==> src/rtl/fetch_queue.sv <==
// Instruction fetch queue: requests two sequential words per handshake and
// buffers {pc, inst} pairs in a circular buffer for an in-order consumer.
//
// Ports:
//   clk, rst        rising-edge clock, synchronous active-high reset
//   InstMem_Read    fetch request for the word pair at inst_address
//   inst_address    byte address of the first word (word aligned)
//   InstMem_Ready   same-cycle acknowledge; inst1_in/inst2_in valid when high
//   inst1_in        word at inst_address
//   inst2_in        word at inst_address + 4
//   redirect        flush the queue and restart fetch at redirect_pc
//   redirect_pc     new fetch address (bits [1:0] ignored)
//   deq_count       entries taken by the consumer this cycle (3 acts as 2)
//   valid1, valid2  head / head+1 entry valid
//   inst1_out, inst2_out  instruction at head / head+1
//   pc1_out, pc2_out      PC of head / head+1
module fetch_queue #(
   parameter int          DEPTH    = 8,
   parameter logic [31:0] RESET_PC = 32'h0
) (
   input  logic        clk,
   input  logic        rst,
   output logic        InstMem_Read,
   output logic [31:0] inst_address,
   input  logic        InstMem_Ready,
   input  logic [31:0] inst1_in,
   input  logic [31:0] inst2_in,
   input  logic        redirect,
   input  logic [31:0] redirect_pc,
   input  logic [1:0]  deq_count,
   output logic        valid1,
   output logic        valid2,
   output logic [31:0] inst1_out,
   output logic [31:0] inst2_out,
   output logic [31:0] pc1_out,
   output logic [31:0] pc2_out
);

   localparam int AW = $clog2(DEPTH);
   localparam int CW = AW + 1;

   localparam logic [CW-1:0] C_DEPTH = CW'(DEPTH);
   localparam logic [CW-1:0] C_TWO   = CW'(2);

   // ------------------------------------------------------------------
   // State
   // ------------------------------------------------------------------
   logic [31:0]   r_pc_mem   [DEPTH];
   logic [31:0]   r_inst_mem [DEPTH];
   logic [AW-1:0] r_head;
   logic [AW-1:0] r_tail;
   logic [CW-1:0] r_count;
   logic [31:0]   r_fetch_pc;

   // ------------------------------------------------------------------
   // Combinational control
   // ------------------------------------------------------------------
   logic [CW-1:0] w_free;
   logic          w_space;
   logic          w_read;
   logic          w_enq;
   logic [1:0]    w_deq_req;
   logic [CW-1:0] w_deq_eff;
   logic [CW-1:0] w_enq_amt;
   logic [CW-1:0] w_count_nxt;
   logic [AW-1:0] w_head1;
   logic [AW-1:0] w_tail1;
   logic [31:0]   w_fetch_pc4;
   logic [31:0]   w_fetch_pc8;
   logic [31:0]   w_redir_pc;
   logic          w_unused;

   // Free space uses the registered count only; a same-cycle dequeue
   // does not open room for a fetch until the following cycle.
   assign w_free  = C_DEPTH - r_count;
   assign w_space = (w_free >= C_TWO);

   assign w_read = !rst && !redirect && w_space;
   assign w_enq  = w_read && InstMem_Ready;

   // deq_count of 2 or 3 both mean "take two".
   assign w_deq_req = deq_count[1] ? 2'd2 : deq_count;

   // Never dequeue more than is held, so an odd count drains safely.
   always_comb begin
      w_deq_eff = CW'(w_deq_req);
      if (r_count < CW'(w_deq_req)) begin
         w_deq_eff = r_count;
      end
   end

   assign w_enq_amt   = w_enq ? C_TWO : '0;
   assign w_count_nxt = r_count + w_enq_amt - w_deq_eff;

   // Pointer arithmetic wraps naturally because DEPTH is a power of two.
   assign w_head1 = r_head + AW'(1);
   assign w_tail1 = r_tail + AW'(1);

   assign w_fetch_pc4 = r_fetch_pc + 32'd4;
   assign w_fetch_pc8 = r_fetch_pc + 32'd8;
   assign w_redir_pc  = {redirect_pc[31:2], 2'b00};

   assign w_unused = ^redirect_pc[1:0];

   // ------------------------------------------------------------------
   // Pointer, count and fetch PC registers
   // ------------------------------------------------------------------
   always_ff @(posedge clk) begin
      if (rst) begin
         r_head     <= '0;
         r_tail     <= '0;
         r_count    <= '0;
         r_fetch_pc <= RESET_PC;
      end else if (redirect) begin
         r_head     <= '0;
         r_tail     <= '0;
         r_count    <= '0;
         r_fetch_pc <= w_redir_pc;
      end else begin
         r_head  <= r_head + AW'(w_deq_eff);
         r_count <= w_count_nxt;
         if (w_enq) begin
            r_tail     <= r_tail + AW'(2);
            r_fetch_pc <= w_fetch_pc8;
         end
      end
   end

   // ------------------------------------------------------------------
   // Entry storage (no reset; validity is tracked by r_count)
   // ------------------------------------------------------------------
   always_ff @(posedge clk) begin
      if (w_enq) begin
         r_pc_mem[r_tail]    <= r_fetch_pc;
         r_inst_mem[r_tail]  <= inst1_in;
         r_pc_mem[w_tail1]   <= w_fetch_pc4;
         r_inst_mem[w_tail1] <= inst2_in;
      end
   end

   // ------------------------------------------------------------------
   // Outputs
   // ------------------------------------------------------------------
   assign InstMem_Read = w_read;
   assign inst_address = r_fetch_pc;

   // Gated by rst so a mid-operation reset hides entries immediately.
   assign valid1 = !rst && (r_count != '0);
   assign valid2 = !rst && (r_count >= C_TWO);

   assign inst1_out = r_inst_mem[r_head];
   assign inst2_out = r_inst_mem[w_head1];
   assign pc1_out   = r_pc_mem[r_head];
   assign pc2_out   = r_pc_mem[w_head1];

endmodule

==> config.mk <==
export PLATFORM = sky130hd
export DESIGN_NAME = fetch_queue
export DESIGN_NICKNAME = d
export VERILOG_FILES = /design/src/rtl/fetch_queue.sv
export SDC_FILE = /design/constraint.sdc
export NUM_CORES = 1
export LEC_CHECK = 0
export CAP_MARGIN = 15
export CELL_PAD_IN_SITES_DETAIL_PLACEMENT = 2
export CELL_PAD_IN_SITES_GLOBAL_PLACEMENT = 2
export CORE_ASPECT_RATIO = 1.25
export CORE_MARGIN = 1
export CORE_UTILIZATION = 39
export CTS_CLUSTER_DIAMETER = 80
export CTS_CLUSTER_SIZE = 24
export DETAILED_ROUTE_END_ITERATION = 7
export PLACE_DENSITY = 0.88
export RECOVER_POWER = 100
export SLEW_MARGIN = 30
export SYNTH_ARGS = -nofsm -noshare
export SYNTH_HDL_FRONTEND = slang
export SYNTH_SLANG_ARGS = --single-unit
==> constraint.sdc <==
create_clock -name clk -period 5.4 [get_ports clk]
set_clock_uncertainty 0.1 [all_clocks]
set_input_delay 0.81 -clock clk [delete_from_list [all_inputs] [get_ports clk]]
set_output_delay 0.81 -clock clk [all_outputs]
set_load 0.1 [all_outputs]
* Word-level counts from Yosys, hierarchy flattened *
Memories as Yosys holds them, arrays and structs flattened. A register that Yosys moved wholly into a read port is not among the register bits.
Cells that the tools add are included.

storage, ports and cells
  register bits after elaboration = 42
  memory bits (writable) = 512
  input port bits = 102
  output and inout bits = 163
  word-level logic and storage cells = 38
  memories kept = 2

memory list
  memory      words  bits a word  read ports  clocked after memory_dff  write ports  line  RTL
  r_inst_mem  8      32           2           1                         2            49    logic [31:0] r_inst_mem [DEPTH];
  r_pc_mem    8      32           2           1                         2            48    logic [31:0] r_pc_mem [DEPTH];

operators by class
  add/subtract/negate cells = 9
  order comparisons = 3
  mux-type cells = 9
  reductions and logical operators = 10

operators by type and width
  cell                     number
  $mux W32                 2
  $add A32 B3 Y32 const B  1
  $add A32 B4 Y32 const B  1
  $ge A4 B2 Y1 const B     2
  $add A3 B1 Y3 const B    2
  $mux W3                  2
  $logic_and A1 B1 Y1      5
  $add A4 B2 Y4            1
  $lt A4 B2 Y1             1
  $mux W2                  2
  $mux W4                  1
  $reduce_bool A4 Y1       1
  $sub A4 B4 Y4            1
  $sub A4 B4 Y4 const A    1
  $add A3 B2 Y3 const B    1
  $add A3 B3 Y3            1
  $logic_not A1 Y1         2
  $mux W1                  2
  $reduce_bool A2 Y1       1
  $reduce_or A2 Y1         1

* Longest topological paths before layout *
Gate-level depths: netlist of run 1.

  depth in word-level cells = 7
  mapped depth = 13
  gate-level depth less buffers = 13

* Least setup slack after synthesis of run 1 *
No wires, ideal clock.

  path type = flip-flop to flip-flop
  start point = register r_count[1]
  end point = memory r_inst_mem[0][0], enable pin
  setup time = 0.498 ns
  data arrival time = 4.513 ns
  required time = 4.802 ns
  path slack = 0.289 ns
  cell stages (with the launch flop) = 8
  path buffers = 2
  clock period less this slack = 5.111 ns
  cells stage by stage = dfxtp_1 -> inv_1 -> ha_1 -> xnor2_1 -> o41a_1 -> buf_4 -> buf_4 -> and3_1

RTL lines
  what                    line  RTL
  from (decl)             52    logic [CW-1:0] r_count;
  from (signal assigned)  121   r_count <= w_count_nxt;
  to (decl)               49

* Final worst setup path of run 1 *
  start point = register r_head[0]
  end point = output inst2_out[28]

on the way
  word-level cells in the longest chain between the ends = 2

ends and longest elaborated chain
  what                    line  RTL
  from (decl)             50    logic [AW-1:0] r_head;
  from (signal assigned)  120   r_head <= r_head + AW'(w_deq_eff);
  $add A3 B1 Y3           96    assign w_head1 = r_head + AW'(1);
  $mem_v2 Z8 W32          --
  to (decl)               34    output logic [31:0] inst2_out,

Every way passes these cells.

==> flow_summary.yaml, run 1 <==
outcome:
  status: "complete, but fails checks"
  violations: "capacitance limit, slew limit"
pwr:
  ir_drop_uv: 328
  swShare_pct: 41.7
  cellLeakagePower_nw: 9.00
  clockPowerShare_pct: 21.3
  p_sw_mw: 5.36
  combPwrFrac_pct: 40.5
  p_seq_share_pct: 38.2
  power.internal_mw: 7.49
  total_power_mw: 12.8
  p_per_area_nw_per_um2: 439
floorplan:
  core_area_um2: 63400
  io_pins: 265
  die-area_um2: 65400
  start_util_pct: 39.6
  rows: 103
  fp.dieH_um: 286
  chipWidth_um: 229
global_route:
  grt_max_degree: 125
  antenna_found_initial: 1
  grt_util_met2_pct: 39.9
  grtUsageMet3_pct: 2.22
  first_global_vias: 15900
  grtUsageMet1_pct: 26.4
  overflow: 0
  grt.busiest_layer: "met2"
  grt_util_all_layers_pct: 21.5
  grt_pass1_wl_um: 105000
setup_path:
  crit_fanout: 69
  worstPathArrival_ns: 3.91
  critPathCaptureType: "output pin"
  start_kind: "flip-flop"
  critical_path_class: "flip-flop to output pin"
  worst_ep_required_time_ns: 4.49
flow_run:
  maxCapViolations: 7
clock_network:
  cts_max_level: 1
  postCtsResizedCells: 0
  cts_root_buf: "clkbuf_16"
  holdBufCountCts: 0
  cts_tree: "done"
  cts_num_sinks: 535
  postCtsSetupRepairBufs: 0
  clk_pin_slew_ns: 0.09
  clk_path_buf_depth: 3
  clkLatencyLatePin_ns: 0.62
  cts_buffers: 30
drt:
  wl_per_cell_um: 29.5
  drt-total-wl_um: 70700
  drt_first_pass_iters: 5
  drc: 0
  drtIter0Drc: 1036
  drtAntennaViolNets: 0
  via_per_inst: 5.91
  vias: 14200
synth:
  async_flop_share_pct: 0
  ys.flop_type: "edfxtp_1"
  synth_edf_count: 496
  synth.distinct_cells: 51
  seq_area_frac_synth_pct: 62.5
  ys.warnings.count: 0
  synth.avg_cell_area_um2: 19.1
  netlist_area_um2: 25100
  synthCells: 1317
  ys_ff_latch: 535
sta:
  worstMarginPinSlew_ns: 2.37
  setup_viol: 0
  period_needed_ns: 4.82
  fin_tns_setup_ns: 0
  rsz0062_at_grt: "no"
  hold_viol_final: 0
  slew_headroom_pct: -58.0
  max_freq_mhz: 208
  min_period_over_period_pct: 89.2
  slew_violations: 415
final_layout:
  drive_gt1_share_pct: 33.1
  final_nets: 1658
  syn2layout_area_growth_pct: 16.6
  seqCellArea_um2: 15700
  fin_area_um2: 29300
  multi_input_area_um2: 8920
  nFillCells: 5796
place:
  portBuffers: 256
  dp_hpwl_um: 47100
  routabilityCongestion: 0.786
  place_area_um2: 28500
hold_path:
  hold_class: "flip-flop to flip-flop"
logic make-up after synthesis:
group / Yosys count / synth area share [%]
muxes: 374 / 27.9
xor gates and xnor gates: 42 / 1.47
adders and majority gates: 18 / 0.987
AOI/OAI and AO/OA: 62 / 1.75
buffers and inverters: 120 / 2.02
DFF: 535 / 62.5
and+or+nand+nor: 165 / 3.40
other: 1 / 0.0149
synth_stat cells, types with 4 or more instances:
cell      number  area, um2
a211oi_1       8       60.1
or3_1         10       62.6
mux4_2       248       5590
nor3_1         7       35.0
dfxtp_1       39        781
nor2_1        31        116
mux2_2       124       1400
nor4_1         5       31.3
inv_1         17       63.8
nand3_1       21        105
xnor2_1       24        210
buf_1         19       71.3
buf_2         21        105
edfxtp_1     496      14900
ha_1          15        188
o211ai_1       7       52.6
a31oi_1       14       87.6
clkbuf_1      54        203
nand2_1       45        169
nand4_1       17        106
xor2_1        18        158
buf_4          8       60.1
o21ai_0        4       20.0
a21oi_1       15       75.1
and3_1        10       62.6
per-stage QoR:
| stage | hold WS [ns] | std cells | util [%] | setup slack (ns) |
|---|---|---|---|---|
| CTS | 0.446 | 2397 | 46.6 | 0.618 |
| global placement | 0.384 | 2346 | 45.1 | 1.37 |
| global route | 0.495 | 2398 | 46.1 | 0.328 |
| detailed placement | 0.430 | 2346 | 45.0 | 1.28 |
| floorplan | 0.369 | 1322 | - | 0.289 |
| finish | 0.446 | 2398 | 46.1 | 0.585 |
sequential cells by signal, indices dropped and copies added, names as in the netlist:
name	flops
inst_address	30
r_count	4
r_head	3
r_inst_mem	256
r_pc_mem	240
r_tail	2
final timing paths:
kind	startpoint	endpoint	slack (ns)	cells past startpoint
worst max-delay path	r_head[0]$_SDFF_PP0_	inst2_out[28]	0.58	6
worst min-delay path	r_tail[2]$_SDFFE_PP0P_	r_tail[2]$_SDFFE_PP0P_	0.45	2
worst max register to register	r_count[1]$_SDFF_PP0_	r_inst_mem[3][10]$_DFFE_PP_	0.66	6
worst min register to register	r_tail[2]$_SDFFE_PP0P_	r_tail[2]$_SDFFE_PP0P_	0.45	2
per-layer routing:
layer | part of all wire (%) | up-vias
met3 | 3.7 | 95
met2 | 55 | 449
met1 | 39 | 7706
met4 | 2.6 | 0
met5 | 0 | -
li1 | - | 5918
cells in the final DEF (no fill, tap or decap), types with 14 or more instances in the layout:
cell / instances
edfxtp_1: 496
mux4_2: 248
dlygate4sd3_1: 141
mux2_2: 115
clkbuf_2: 48
nand2_1: 45
dfxtp_1: 36
clkdlybuf4s50_1: 34
buf_4: 33
clkbuf_16: 32
nor2_1: 31
xnor2_1: 24
nand3_1: 21
clkbuf_1: 21
inv_1: 17
nand4_1: 17
xor2_1: 17
a21oi_1: 15
ha_1: 15
a31oi_1: 14
critical path, cell delays in order (launching register included):
cell	delay, ns
dfxtp_4	0.64
buf_12	0.40
ha_1	0.50
buf_4	0.56
mux4_2	0.59
mux2_2	0.30
buf_4	0.24
area by class of cell:
type | count | share of cell area (%)
repair buffers | 286 | 8.48
multi-input cells | 667 | 30.5
inverters | 18 | 0.231
clock inverters | 15 | 0.817
diodes | 1 | 0.00855
well taps | 840 | 3.59
flip-flops and latches | 535 | 53.6
clock buffers | 36 | 2.79
power by group through the flow:
stage | Sequential [mW] | Clock [mW] | Combinational, mW
global placement | 4.96 | 0 | 5.34
detailed placement | 5.00 | 0 | 5.45
CTS | 4.91 | 2.82 | 5.47
finish | 4.91 | 2.73 | 5.21
global route | 4.94 | 2.93 | 5.42
floorplan | 4.99 | 0 | 4.13
Note: power is estimated with default switching activity, not from simulation.
==> inputs of run 2 (changes only) <==
--- a/config.mk
+++ b/config.mk
@@ -13,3 +13,2 @@
 export CORE_UTILIZATION = 39
-export CTS_CLUSTER_DIAMETER = 80
 export CTS_CLUSTER_SIZE = 24
==> constraint.sdc (replaced) <==
create_clock -name clk -period 5.4 [get_ports clk]
set_clock_uncertainty 0.1 [all_clocks]
set_input_delay 1.08 -clock clk [delete_from_list [all_inputs] [get_ports clk]]
set_output_delay 1.08 -clock clk [all_outputs]
set_load 0.005 [all_outputs]
==> flow_summary.yaml, run 2 (synthesis gave the netlist of run 1 again) <==
clock_network:
  clk_path_buf_depth: 3
  clkLatencyLatePin_ns: 0.61
  clk_pin_slew_ns: 0.07
  cts_num_sinks: 535
  cts_root_buf: "clkbuf_16"
  cts_buffers: 55
  cts_max_level: 2
  postCtsResizedCells: 0
  cts_tree: "done"
  postCtsSetupRepairBufs: 0
  holdBufCountCts: 0
floorplan:
  io_pins: 265
  chipWidth_um: 229
  start_util_pct: 39.6
  fp.dieH_um: 286
  core_area_um2: 63400
  rows: 103
  die-area_um2: 65400
place:
  dp_hpwl_um: 46700
  place_area_um2: 28700
  routabilityCongestion: 0.790
  portBuffers: 256
global_route:
  antenna_found_initial: 3
  first_global_vias: 16300
  grt_util_all_layers_pct: 22.1
  overflow: 0
  grt_max_degree: 126
  grt_pass1_wl_um: 108000
drt:
  drt-total-wl_um: 71400
  drc: 0
  via_per_inst: 5.86
  drtIter0Drc: 811
  drtAntennaViolNets: 0
  vias: 14300
  wl_per_cell_um: 29.2
  drt_first_pass_iters: 5
sta:
  worstMarginPinSlew_ns: 1.43
  max_freq_mhz: 207
  hold-worst-slack_ns: 0.435
  period_needed_ns: 4.83
  fin_tns_setup_ns: 0
  slew_headroom_pct: 4.59
  rsz0062_at_grt: "no"
  min_period_over_period_pct: 89.4
  slew_violations: 0
  hold_viol_final: 0
  setup_viol: 0
setup_path:
  critical_path_class: "flip-flop to output pin"
  critPathCaptureType: "output pin"
  worstPathArrival_ns: 3.65
  start_kind: "flip-flop"
  worst_ep_required_time_ns: 4.22
  crit_fanout: 20
flow_run:
  maxCapViolations: 0
final_layout:
  largest_reg_flops: 256
  layout_commonest_cell: "edfxtp_1"
  seqCellArea_um2: 15700
  largest-register: "r_inst_mem"
  final_nets: 1681
  drive_gt1_share_pct: 30.2
  mostFrequentLayoutCells: "edfxtp_1, mux4_2, dlygate4sd3_1"
  nFillCells: 5720
  syn2layout_area_growth_pct: 21.3
  fin_area_um2: 30400
  multi_input_area_um2: 8950
hold_path:
  hold_class: "flip-flop to flip-flop"
pwr:
  clockPowerShare_pct: 32.7
  combPwrFrac_pct: 25.6
  p_seq_share_pct: 41.7
  total_power_mw: 11.7
  p_per_area_nw_per_um2: 384
  cellLeakagePower_nw: 9.37
  p_sw_mw: 3.14
  swShare_pct: 26.9
  power.internal_mw: 8.54
  ir_drop_uv: 206
outcome:
  status: "finished clean"
run 2: cell count changes in the layout (fill, tap and decap cells not counted), moves of 8 or more:
cell             change
buf_4               -27
dlygate4sd3_1       +33
clkinv_1             +8
clkinv_2             +8
clkbuf_16           +23
clkbuf_2            -46
clkdlybuf4s50_1     +48
run 2: worst paths after layout:
kind / from / slack, ns / to / cells past startpoint
hold / removal: r_tail[2]$_SDFFE_PP0P_ / 0.44 / r_tail[2]$_SDFFE_PP0P_ / 2
setup reg to reg: r_count[1]$_SDFF_PP0_ / 0.61 / r_inst_mem[0][9]$_DFFE_PP_ / 7
setup / recovery: r_head[0]$_SDFF_PP0_ / 0.57 / inst2_out[19] / 5
hold reg to reg: r_tail[2]$_SDFFE_PP0P_ / 0.44 / r_tail[2]$_SDFFE_PP0P_ / 2
run 2: layer usage:
| layer | vias to the layer above | global-route usage (%) | share of wire [%] |
|---|---|---|---|
| li1 | 6005 | - | - |
| met1 | 7797 | 26.3 | 38 |
| met2 | 411 | 41.3 | 55 |
| met3 | 113 | 2.89 | 3.9 |
| met4 | 4 | 7.05 | 2.9 |
| met5 | - | 0 | 0.038 |
run 2: metrics by stage:
stage / utilization, % / cells / setup WS, ns
final: 48.0 / 2446 / 0.573
after global routing: 48.0 / 2443 / 0.408
after CTS: 48.1 / 2441 / 0.874
after detailed placement: 45.3 / 2343 / 0.879
after global placement: 45.3 / 2343 / 1.06
after floorplan: - / 1322 / 0.226
run 2: power groups by stage:
| stage | logic [mW] | clock network [mW] | registers [mW] |
|---|---|---|---|
| floorplan | 1.79 | 0 | 4.89 |
| CTS | 3.17 | 3.90 | 4.87 |
| global route | 3.21 | 4.01 | 4.89 |
| detailed placement | 3.15 | 0 | 4.96 |
| finish | 2.99 | 3.81 | 4.87 |
| global placement | 3.03 | 0 | 4.93 |
run 2: layout make-up:
type,instances,share of cell area [%]
inverters,18,0.222
flip-flops and latches,535,51.5
clock inverters,33,1.13
well taps,840,3.45
multi-input cells,667,29.4
clock buffers,65,4.74
diodes,4,0.0329
repair buffers,284,9.46
run 2: critical path, cell delays in order, from the launching register on:
cell and delay (ns):
dfxtp_1 0.40, ha_2 0.86, buf_12 0.29, mux4_2 0.55, mux2_2 0.29, dlygate4sd3_1 0.62
